[src/rtl/regfile_wb_arbiter_if.sv]
`default_nettype none
// ============================================================================
// Module      : regfile_wb_arbiter_if
// Description : Requester handshakes and register-file write port of the
//               write-back arbiter.
// Revision    : 1.0 - initial release
// ============================================================================
interface regfile_wb_arbiter_if #(
    parameter int XLEN = 64,
    parameter int AW   = 5
);
    logic            wb_stall;
    logic            a_valid;
    logic            a_ready;
    logic [AW-1:0]   a_rd;
    logic [XLEN-1:0] a_data;
    logic            b_valid;
    logic            b_ready;
    logic [AW-1:0]   b_rd;
    logic [XLEN-1:0] b_data;
    logic            rf_regWr;
    logic [AW-1:0]   rf_waddr;
    logic [XLEN-1:0] rf_wdata;

    modport master (
        output wb_stall, a_valid, a_rd, a_data, b_valid, b_rd, b_data,
        input  a_ready, b_ready, rf_regWr, rf_waddr, rf_wdata
    );

    modport slave (
        input  wb_stall, a_valid, a_rd, a_data, b_valid, b_rd, b_data,
        output a_ready, b_ready, rf_regWr, rf_waddr, rf_wdata
    );
endinterface
`default_nettype wire

[src/rtl/regfile_wb_arbiter.sv]
`default_nettype none
// ============================================================================
// Module      : regfile_wb_arbiter
// Description : Round-robin write-back arbiter for the 32x64 register file
//               with a pending-write scoreboard for RAW hazard stalls.
//               Optional same-cycle bypass enabled by macro RF_WB_BYPASS_EN.
// Revision    : 1.0 - initial release
// ============================================================================
module regfile_wb_arbiter #(
    parameter int XLEN = 64,
    parameter int AW   = 5,
    parameter int NREG = 32
) (
    input  wire logic            clk,
    input  wire logic            rst_n,
    regfile_wb_arbiter_if.slave  bus,
    input  wire logic            claim_valid,
    input  wire logic [AW-1:0]   claim_rd,
    input  wire logic [AW-1:0]   rd_addr_one,
    input  wire logic [AW-1:0]   rd_addr_two,
    output logic                 busy_one,
    output logic                 busy_two,
    output logic                 byp_hit_one,
    output logic                 byp_hit_two,
    output logic [XLEN-1:0]      byp_data_one,
    output logic [XLEN-1:0]      byp_data_two
);

    localparam logic [AW-1:0] c_X0 = '0;

    typedef enum logic [0:0] {
        PRIO_A = 1'b0,
        PRIO_B = 1'b1
    } prio_t;

    prio_t           r_prio;
    prio_t           w_prio_nxt;
    logic            w_grant_a;
    logic            w_grant_b;

    logic            r_rf_regWr;
    logic [AW-1:0]   r_rf_waddr;
    logic [XLEN-1:0] r_rf_wdata;

    logic [NREG-1:0] r_pending;
    logic [NREG-1:0] w_pending_nxt;
    logic            w_busy_raw_one;
    logic            w_busy_raw_two;

    always_ff @(posedge clk or negedge rst_n) begin
        if (!rst_n) begin
            r_prio <= PRIO_A;
        end else begin
            r_prio <= w_prio_nxt;
        end
    end

    // Readies depend only on valid, priority, stall and reset - never on data.
    always_comb begin
        w_prio_nxt = r_prio;
        w_grant_a  = 1'b0;
        w_grant_b  = 1'b0;
        if (rst_n && !bus.wb_stall) begin
            if (bus.a_valid && bus.b_valid) begin
                if (r_prio == PRIO_A) begin
                    w_grant_a  = 1'b1;
                    w_prio_nxt = PRIO_B;
                end else begin
                    w_grant_b  = 1'b1;
                    w_prio_nxt = PRIO_A;
                end
            end else begin
                w_grant_a = bus.a_valid;
                w_grant_b = bus.b_valid;
            end
        end
    end

    assign bus.a_ready = w_grant_a;
    assign bus.b_ready = w_grant_b;

    // Writes to x0 are accepted but never reach the register file.
    always_ff @(posedge clk or negedge rst_n) begin
        if (!rst_n) begin
            r_rf_regWr <= 1'b0;
            r_rf_waddr <= '0;
            r_rf_wdata <= '0;
        end else begin
            r_rf_regWr <= 1'b0;
            if (w_grant_a && (bus.a_rd != c_X0)) begin
                r_rf_regWr <= 1'b1;
                r_rf_waddr <= bus.a_rd;
                r_rf_wdata <= bus.a_data;
            end else if (w_grant_b && (bus.b_rd != c_X0)) begin
                r_rf_regWr <= 1'b1;
                r_rf_waddr <= bus.b_rd;
                r_rf_wdata <= bus.b_data;
            end
        end
    end

    assign bus.rf_regWr = r_rf_regWr;
    assign bus.rf_waddr = r_rf_waddr;
    assign bus.rf_wdata = r_rf_wdata;

    // Claim is applied after the commit clear so a same-cycle claim wins.
    always_comb begin
        w_pending_nxt = r_pending;
        if (r_rf_regWr) begin
            w_pending_nxt[r_rf_waddr] = 1'b0;
        end
        if (claim_valid && (claim_rd != c_X0)) begin
            w_pending_nxt[claim_rd] = 1'b1;
        end
    end

    always_ff @(posedge clk or negedge rst_n) begin
        if (!rst_n) begin
            r_pending <= '0;
        end else begin
            r_pending <= w_pending_nxt;
        end
    end

    assign w_busy_raw_one = (rd_addr_one != c_X0) && r_pending[rd_addr_one];
    assign w_busy_raw_two = (rd_addr_two != c_X0) && r_pending[rd_addr_two];

`ifdef RF_WB_BYPASS_EN
    logic w_hit_one;
    logic w_hit_two;

    assign w_hit_one    = r_rf_regWr && (r_rf_waddr == rd_addr_one) && (rd_addr_one != c_X0);
    assign w_hit_two    = r_rf_regWr && (r_rf_waddr == rd_addr_two) && (rd_addr_two != c_X0);
    assign byp_hit_one  = w_hit_one;
    assign byp_hit_two  = w_hit_two;
    assign byp_data_one = w_hit_one ? r_rf_wdata : '0;
    assign byp_data_two = w_hit_two ? r_rf_wdata : '0;
    // Forwarded data satisfies the reader this cycle, so it need not stall.
    assign busy_one     = w_busy_raw_one && !w_hit_one;
    assign busy_two     = w_busy_raw_two && !w_hit_two;
`else
    assign byp_hit_one  = 1'b0;
    assign byp_hit_two  = 1'b0;
    assign byp_data_one = '0;
    assign byp_data_two = '0;
    assign busy_one     = w_busy_raw_one;
    assign busy_two     = w_busy_raw_two;
`endif

endmodule
`default_nettype wire

[src/flat_wrapper.sv]
// flat-port wrapper written by rule: the top's interface ports become plain ports
module regfile_wb_arbiter_flat 
#(
    parameter int XLEN = 64,
    parameter int AW   = 5,
    parameter int NREG = 32
)
  (clk, rst_n, claim_valid, claim_rd, rd_addr_one, rd_addr_two, busy_one, busy_two, byp_hit_one, byp_hit_two, byp_data_one, byp_data_two, bus_wb_stall, bus_a_valid, bus_a_rd, bus_a_data, bus_b_valid, bus_b_rd, bus_b_data, bus_a_ready, bus_b_ready, bus_rf_regWr, bus_rf_waddr, bus_rf_wdata);
  regfile_wb_arbiter_if #(.XLEN(XLEN), .AW(AW)) bus_i ();
  input  wire logic clk;
  input  wire logic rst_n;
  input  wire logic claim_valid;
  input  wire logic [AW-1:0] claim_rd;
  input  wire logic [AW-1:0] rd_addr_one;
  input  wire logic [AW-1:0] rd_addr_two;
  output logic busy_one;
  output logic busy_two;
  output logic byp_hit_one;
  output logic byp_hit_two;
  output logic [XLEN-1:0] byp_data_one;
  output logic [XLEN-1:0] byp_data_two;
  input wire logic [$bits(bus_i.wb_stall)-1:0] bus_wb_stall;
  input wire logic [$bits(bus_i.a_valid)-1:0] bus_a_valid;
  input wire logic [$bits(bus_i.a_rd)-1:0] bus_a_rd;
  input wire logic [$bits(bus_i.a_data)-1:0] bus_a_data;
  input wire logic [$bits(bus_i.b_valid)-1:0] bus_b_valid;
  input wire logic [$bits(bus_i.b_rd)-1:0] bus_b_rd;
  input wire logic [$bits(bus_i.b_data)-1:0] bus_b_data;
  output wire logic [$bits(bus_i.a_ready)-1:0] bus_a_ready;
  output wire logic [$bits(bus_i.b_ready)-1:0] bus_b_ready;
  output wire logic [$bits(bus_i.rf_regWr)-1:0] bus_rf_regWr;
  output wire logic [$bits(bus_i.rf_waddr)-1:0] bus_rf_waddr;
  output wire logic [$bits(bus_i.rf_wdata)-1:0] bus_rf_wdata;
  assign bus_i.wb_stall = bus_wb_stall;
  assign bus_i.a_valid = bus_a_valid;
  assign bus_i.a_rd = bus_a_rd;
  assign bus_i.a_data = bus_a_data;
  assign bus_i.b_valid = bus_b_valid;
  assign bus_i.b_rd = bus_b_rd;
  assign bus_i.b_data = bus_b_data;
  assign bus_a_ready = bus_i.a_ready;
  assign bus_b_ready = bus_i.b_ready;
  assign bus_rf_regWr = bus_i.rf_regWr;
  assign bus_rf_waddr = bus_i.rf_waddr;
  assign bus_rf_wdata = bus_i.rf_wdata;
  regfile_wb_arbiter #(.XLEN(XLEN), .AW(AW), .NREG(NREG)) u_core (.clk(clk), .rst_n(rst_n), .bus(bus_i), .claim_valid(claim_valid), .claim_rd(claim_rd), .rd_addr_one(rd_addr_one), .rd_addr_two(rd_addr_two), .busy_one(busy_one), .busy_two(busy_two), .byp_hit_one(byp_hit_one), .byp_hit_two(byp_hit_two), .byp_data_one(byp_data_one), .byp_data_two(byp_data_two));
endmodule
[config.mk]
export PLATFORM = sky130hd
export DESIGN_NAME = regfile_wb_arbiter_flat
export DESIGN_NICKNAME = d
export VERILOG_FILES = /design/src/rtl/regfile_wb_arbiter_if.sv /design/src/rtl/regfile_wb_arbiter.sv /design/src/flat_wrapper.sv
export SDC_FILE = /design/constraint.sdc
export NUM_CORES = 1
export LEC_CHECK = 0
export CORE_AREA = 5 5 136 138
export DETAILED_ROUTE_END_ITERATION = 16
export DIE_AREA = 0 0 141 143
export MAX_ROUTING_LAYER = met4
export PLACE_DENSITY_LB_ADDON = 0.12
export SYNTH_ARGS = -nofsm -noshare
export SYNTH_HDL_FRONTEND = slang
export SYNTH_SLANG_ARGS = --single-unit
[constraint.sdc]
create_clock -name clk -period 2.2 [get_ports clk]
set_input_delay 0.44 -clock clk [delete_from_list [all_inputs] [get_ports clk]]
set_output_delay 0.44 -clock clk [all_outputs]
set_load 0.01 [all_outputs]
; After elaboration in Yosys (flattened, before gate mapping)
; Cells that the tools add are included.
[classes]
eq_ne = 0
shifts = 0
n_mul = 0
n_reduce_logical = 17
bitwise_logic = 3
div = 0
addsub = 0
n_mux = 22
magnitude_cmp = 6
[ops]
columns = operator, count
row1 = 2-to-1 mux 64 bit, 2
row2 = 2-to-1 mux 32 bit, 2
row3 = AND 32 bit, 1
row4 = inverter 32 bit, 1
row5 = bitwise OR 32 bit, 1
row6 = nonzero test 5 bit, 5
row7 = < comparator 5 x 6 -> 1 bit (second input constant), 4
row8 = 2-to-1 mux 1 bit, 12
row9 = binary-select mux 1 bit (select 5 bit), 2
row10 = demux 1 bit (select 5 bit), 2
row11 = greater-or-equal comparator 5 x 1 -> 1 bit (second input constant), 2
row12 = 2-to-1 mux 5 bit, 2
row13 = logical AND 1 bit, 9
row14 = AND reduction 2 bit, 1
row15 = nonzero test 2 bit, 1
row16 = logical NOT 1 bit, 1
[word_totals]
latch_bits = 0
ff_bits = 103
ramBits = 0
rom_bits = 0
mem_count = 0
output_inout_bits = 204
in_bits = 159
word_cells = 53

; Depth between registers and ports, before layout
[depth]
depth_word = 9
mapped_depth = 7
depth_no_buf = 5

; Least setup slack after synthesis
; No wires, ideal clock.
[synth_timing]
path_type = input to output
start = input port rd_addr_one[2]
end = output port busy_one
n_path_buf = 2
setup_slack_ns = 0.130
arrival_time_ns = 1.630
required_time_ns = 1.760
path_stages = 6
path_cell_list = clkbuf_1 -> buf_2 -> mux2i_1 -> a2111oi_0 -> o21ai_0 -> nand3_1
[synth_between]
elab_chain_len = 3
word_cells_on_any_way = 4
classes_between = 2 x mux / 2 x reduce/logical
[synth_lines]
columns = element, line
row1 = from (decl), flat_wrapper.sv:14  ; input wire logic [AW-1:0] rd_addr_one;
row2 = binary-select mux 1 bit (select 5 bit), regfile_wb_arbiter.sv:125  ; assign w_busy_raw_one = (rd_addr_one != c_X0) && r_pending[rd_addr_one];
row3 = 2-to-1 mux 1 bit (implied by the code), regfile_wb_arbiter.sv:125
row4 = logical AND 1 bit (*), regfile_wb_arbiter.sv:125
row5 = to (decl), flat_wrapper.sv:16  ; output logic busy_one;
; Mark *: on every way between the ends. The rest lies on a longest branch, timed or not. The select of a mux whose other input is x is not followed.

; Worst setup path in the final report
[layout_timing]
start = input port bus_a_rd[3]
end = register u_core.r_rf_wdata[62] (netlist: u_core.bus.rf_wdata[62])
[layout_between]
elab_chain_len = 3
word_cells_on_any_way = 4
classes_between = 1 x mux / 3 x reduce/logical
[layout_lines]
columns = element, line
row1 = from (decl), flat_wrapper.sv:24  ; input wire logic [$bits(bus_i.a_rd)-1:0] bus_a_rd;
row2 = nonzero test 5 bit (*), regfile_wb_arbiter.sv:90  ; if (w_grant_a && (bus.a_rd != c_X0)) begin
row3 = logical AND 1 bit (*), regfile_wb_arbiter.sv:90
row4 = 2-to-1 mux 64 bit / nonzero test 2 bit (equally long branches), n/a
row5 = to (signal assigned), regfile_wb_arbiter.sv:93  ; r_rf_wdata <= bus.a_data;
row6 = to (signal assigned), regfile_wb_arbiter.sv:97  ; r_rf_wdata <= bus.b_data;
row7 = to (decl), regfile_wb_arbiter.sv:43  ; logic [XLEN-1:0] r_rf_wdata;
; Mark *: on every way between the ends. The rest lies on a longest branch, timed or not.
; A chain may end at the register's enable or synchronous reset.

==> results.md <==
* Post-synth EDFFs at 0
* GRT busiest layer: met2
* Die Span Y at 143 um
* Cts hold-fix bufs at 0
* Largest family of logic cells by synthesized area: buffers and inverters
* Adder-cell share of the synthesized area at 0
* Fmax at 457 MHz
* Core ar. at 17,100 um^2
* Worst r2r src: u_core.r_prio
* Met1 Usage GRT at 0.215
* Fin cells at 1,140
* 1st-pass router iterations at 4
* Post-Synthesis Cells at 646
* Skew final at 0.00726 ns
* CP Launch Point: bus_a_rd[3]
* Area grow syn2layout at 49.7%
* Synth top area cells: dfrtp_1, buf_4, mux2i_1
* Max_cap viols at 0
* Final Wtd Congestion at 0.885
* Critical Path AT at 2.41 ns
* Layout Nets at 1,068
* Remaining DRCs at 0
* Most frequent cell after synthesis: buf_4
* Initial cell density of the core at 0.364
* Fin crit period at 2.19 ns
* VDD IR max at 0.000397 V
* Fraction of the mapped netlist area in simple logic gates at 0.106
* Placed Cells at 1,108
* Met2 Usage GRT at 0.331
* H-tree levels at 3
* Clock slew at reported path FFs at 0.07 ns
* RSZ-0062 raised after global routing: true
* Crit share post-route at 0.994
* Via/cell ratio at 4.62
* Drt initial violations at 302
* Status: completed
* Die Width at 141 um
* Total power per unit cell area at 867 nW/um^2
* Async set or reset register ratio after synthesis at 1.00
* CTS tree: done
* Ys Warns at 0
* Register bit total from synthesis at 102
* Deepest clock path buffer count at 2
* Routed len/inst at 18.4 um
* Root Buffer: clkbuf_16
* Via Count at 5,272
* Pins over their slew limit at 0
* Synth Flop Type: dfrtp_1
* Critical Path RT at 2.42 ns
* Worst-skew pair later-pin latency at 0.34 ns
* Largest net degree at the start of global routing at 76
* Yosys top cell area share at 0.411
* Layout cell share with drive strength beyond 1 at 0.137
* Slew headroom at 0.350
* Die Area at 20,200 um^2
* Total CTS buffers at 9
* Fraction of synthesized cell area in xor and xnor cells at 0.00141
* Overflow after GRT at 0
* Worst min path class: input port to async pin
* Final hold violation count at 0
* Dpl hpwl at 15,900 um
* Std-Cell Rows at 48
* CP endpoint kind: flip-flop
* Synth Area in Compound Gates at 0.137
* Setup TNS Final at 0 ns
* Worst-Margin Slew at 0.975 ns
* Commonest cells in the netlist: buf_4, dfrtp_1, mux2i_1
* Sequential area share after synthesis at 0.411
* Critical path peak fanout at 5
* # IOs at 363
* Synth unique cells at 36
* Final ANT Viol Nets at 0
* Input/output buffers at 232
* Endpoints failing setup at 0
* First-pass GRT wire length at 29,000 um
* # clock sinks at 102
* Mux share of post-synthesis cell area at 0.152
* Final Routed Wirelength at 20,900 um
* Mapped Avg Cell Area at 9.61 um^2
* Total GRT Usage at 0.189
* Initial antenna violation count at 1
* Pleak at 4.12 nW
* Crit start category: input port
* Filler cells at 1,529
* Biggest area consumer among synthesized cells: dfrtp_1
* Crit Path Category: input port to flip-flop
* Met3 Usage GRT at 0.0616
* Cell Area, Synth at 6210 um^2
* Vias in the first global route at 5,272
## layout by cell type, fill, tap and decap left out, types with 3 or more instances in the layout
cell | synthesis | routed
clkdlybuf4s50_1 | 0 | 219
conb_1 | 1 | 130
dfrtp_1 | 102 | 102
nor2_1 | 77 | 75
mux2i_1 | 85 | 67
a21oi_1 | 63 | 63
o21ai_0 | 62 | 62
buf_4 | 135 | 36
mux2i_2 | 0 | 16
clkbuf_16 | 0 | 15
nand2_1 | 11 | 11
nand3b_1 | 10 | 10
nand3_1 | 8 | 8
nor2b_1 | 8 | 7
buf_12 | 0 | 7
a21oi_2 | 6 | 6
or3b_2 | 4 | 4
a2111oi_4 | 0 | 4
a221oi_2 | 0 | 4
nand4b_1 | 4 | 4
mux4_2 | 4 | 4
clkbuf_2 | 0 | 4
dlygate4sd2_1 | 0 | 4
o21ai_1 | 3 | 3
buf_2 | 2 | 3
## where the power goes
part           internal [mW]  leakage [nW]  switching [mW]
logic                   1.75          2.89            1.49
clock network          0.996         0.152           0.693
registers               2.55          1.08           0.575
total                   5.29          4.12            2.76
## worst max-delay path, stage by stage
cell and delay, ns:
clkdlybuf4s50_1 0.44, or4_1 0.51, o211ai_1 0.18, buf_4 0.16, buf_2 0.19, buf_4 0.16, mux2i_2 0.22, a21oi_1 0.10
## layout make-up
| type | count | area [um^2] | share of cell area |
|---|---|---|---|
| sequential | 102 | 2550 | 0.275 |
| clock buffer | 10 | 229 | 0.0246 |
| multi-input combinational | 507 | 3160 | 0.340 |
| inverter | 2 | 7.51 | 0.000807 |
| tap | 225 | 282 | 0.0303 |
| timing repair buffer | 287 | 2980 | 0.320 |
| clock inverter | 6 | 86.3 | 0.00929 |
| antenna | 1 | 2.50 | 0.000269 |
## layer usage
metal / routed length, um / vias to the layer above
met2: 11100 / 220
met5: 0 / -
met4: 165 / 0
li1: - / 2512
met3: 1770 / 12
met1: 7930 / 2528
## registers in the layout (all words and copies together) (netlist names)
name / count
u_core.r_prio: 1
u_core.r_pending: 31
u_core.bus.rf_waddr: 5
u_core.bus.rf_regWr: 1
u_core.bus.rf_wdata: 64
## logic make-up (layout without fill, tap and decap cells)
kind of cell    Yosys count  count (layout)
mux                      89              89
flops                   102             102
xor+xnor                  1               1
compound gates          153             153
simple gates            134             134
other cells               1             131
buf+inv                 166             305
## repair_timing
action                     CTS  global route
resized for setup           40            37
setup endpoints to repair    7            54
cloned                       2             8
buffers inserted             3             2
pin swaps                    2             5
## worst paths after layout
path / to / slack [ns] / cells past startpoint
worst min register to register: u_core.r_prio / 0.50 / 1
max in group asynchronous: u_core.r_pending[15] / 1.02 / 3
worst max-delay path: u_core.bus.rf_wdata[62] / 0.01 / 8
min in group clk: u_core.r_prio / 0.50 / 1
worst min-delay path: u_core.bus.rf_wdata[19] / 0.02 / 2
worst max register to register: u_core.bus.rf_wdata[62] / 0.70 / 7
## per-stage QoR
step | utilization | hold WS (ns) | area [um^2] | setup WS, ns | total power [mW]
2_1_floorplan | - | 0.144 | 6690 | 0.130 | 4.53
3_3_place_gp | 0.499 | 0.389 | 8510 | -0.656 | 6.13
3_5_place_dp | 0.499 | 0.391 | 8510 | -0.736 | 6.17
4_1_cts | 0.528 | 0.0192 | 9000 | -0.00516 | 7.96
5_1_grt | 0.545 | 0.0173 | 9300 | -0.0367 | 8.54
6_report | 0.545 | 0.0222 | 9300 | 0.0138 | 8.06
Power figures use the tool's default switching activity.
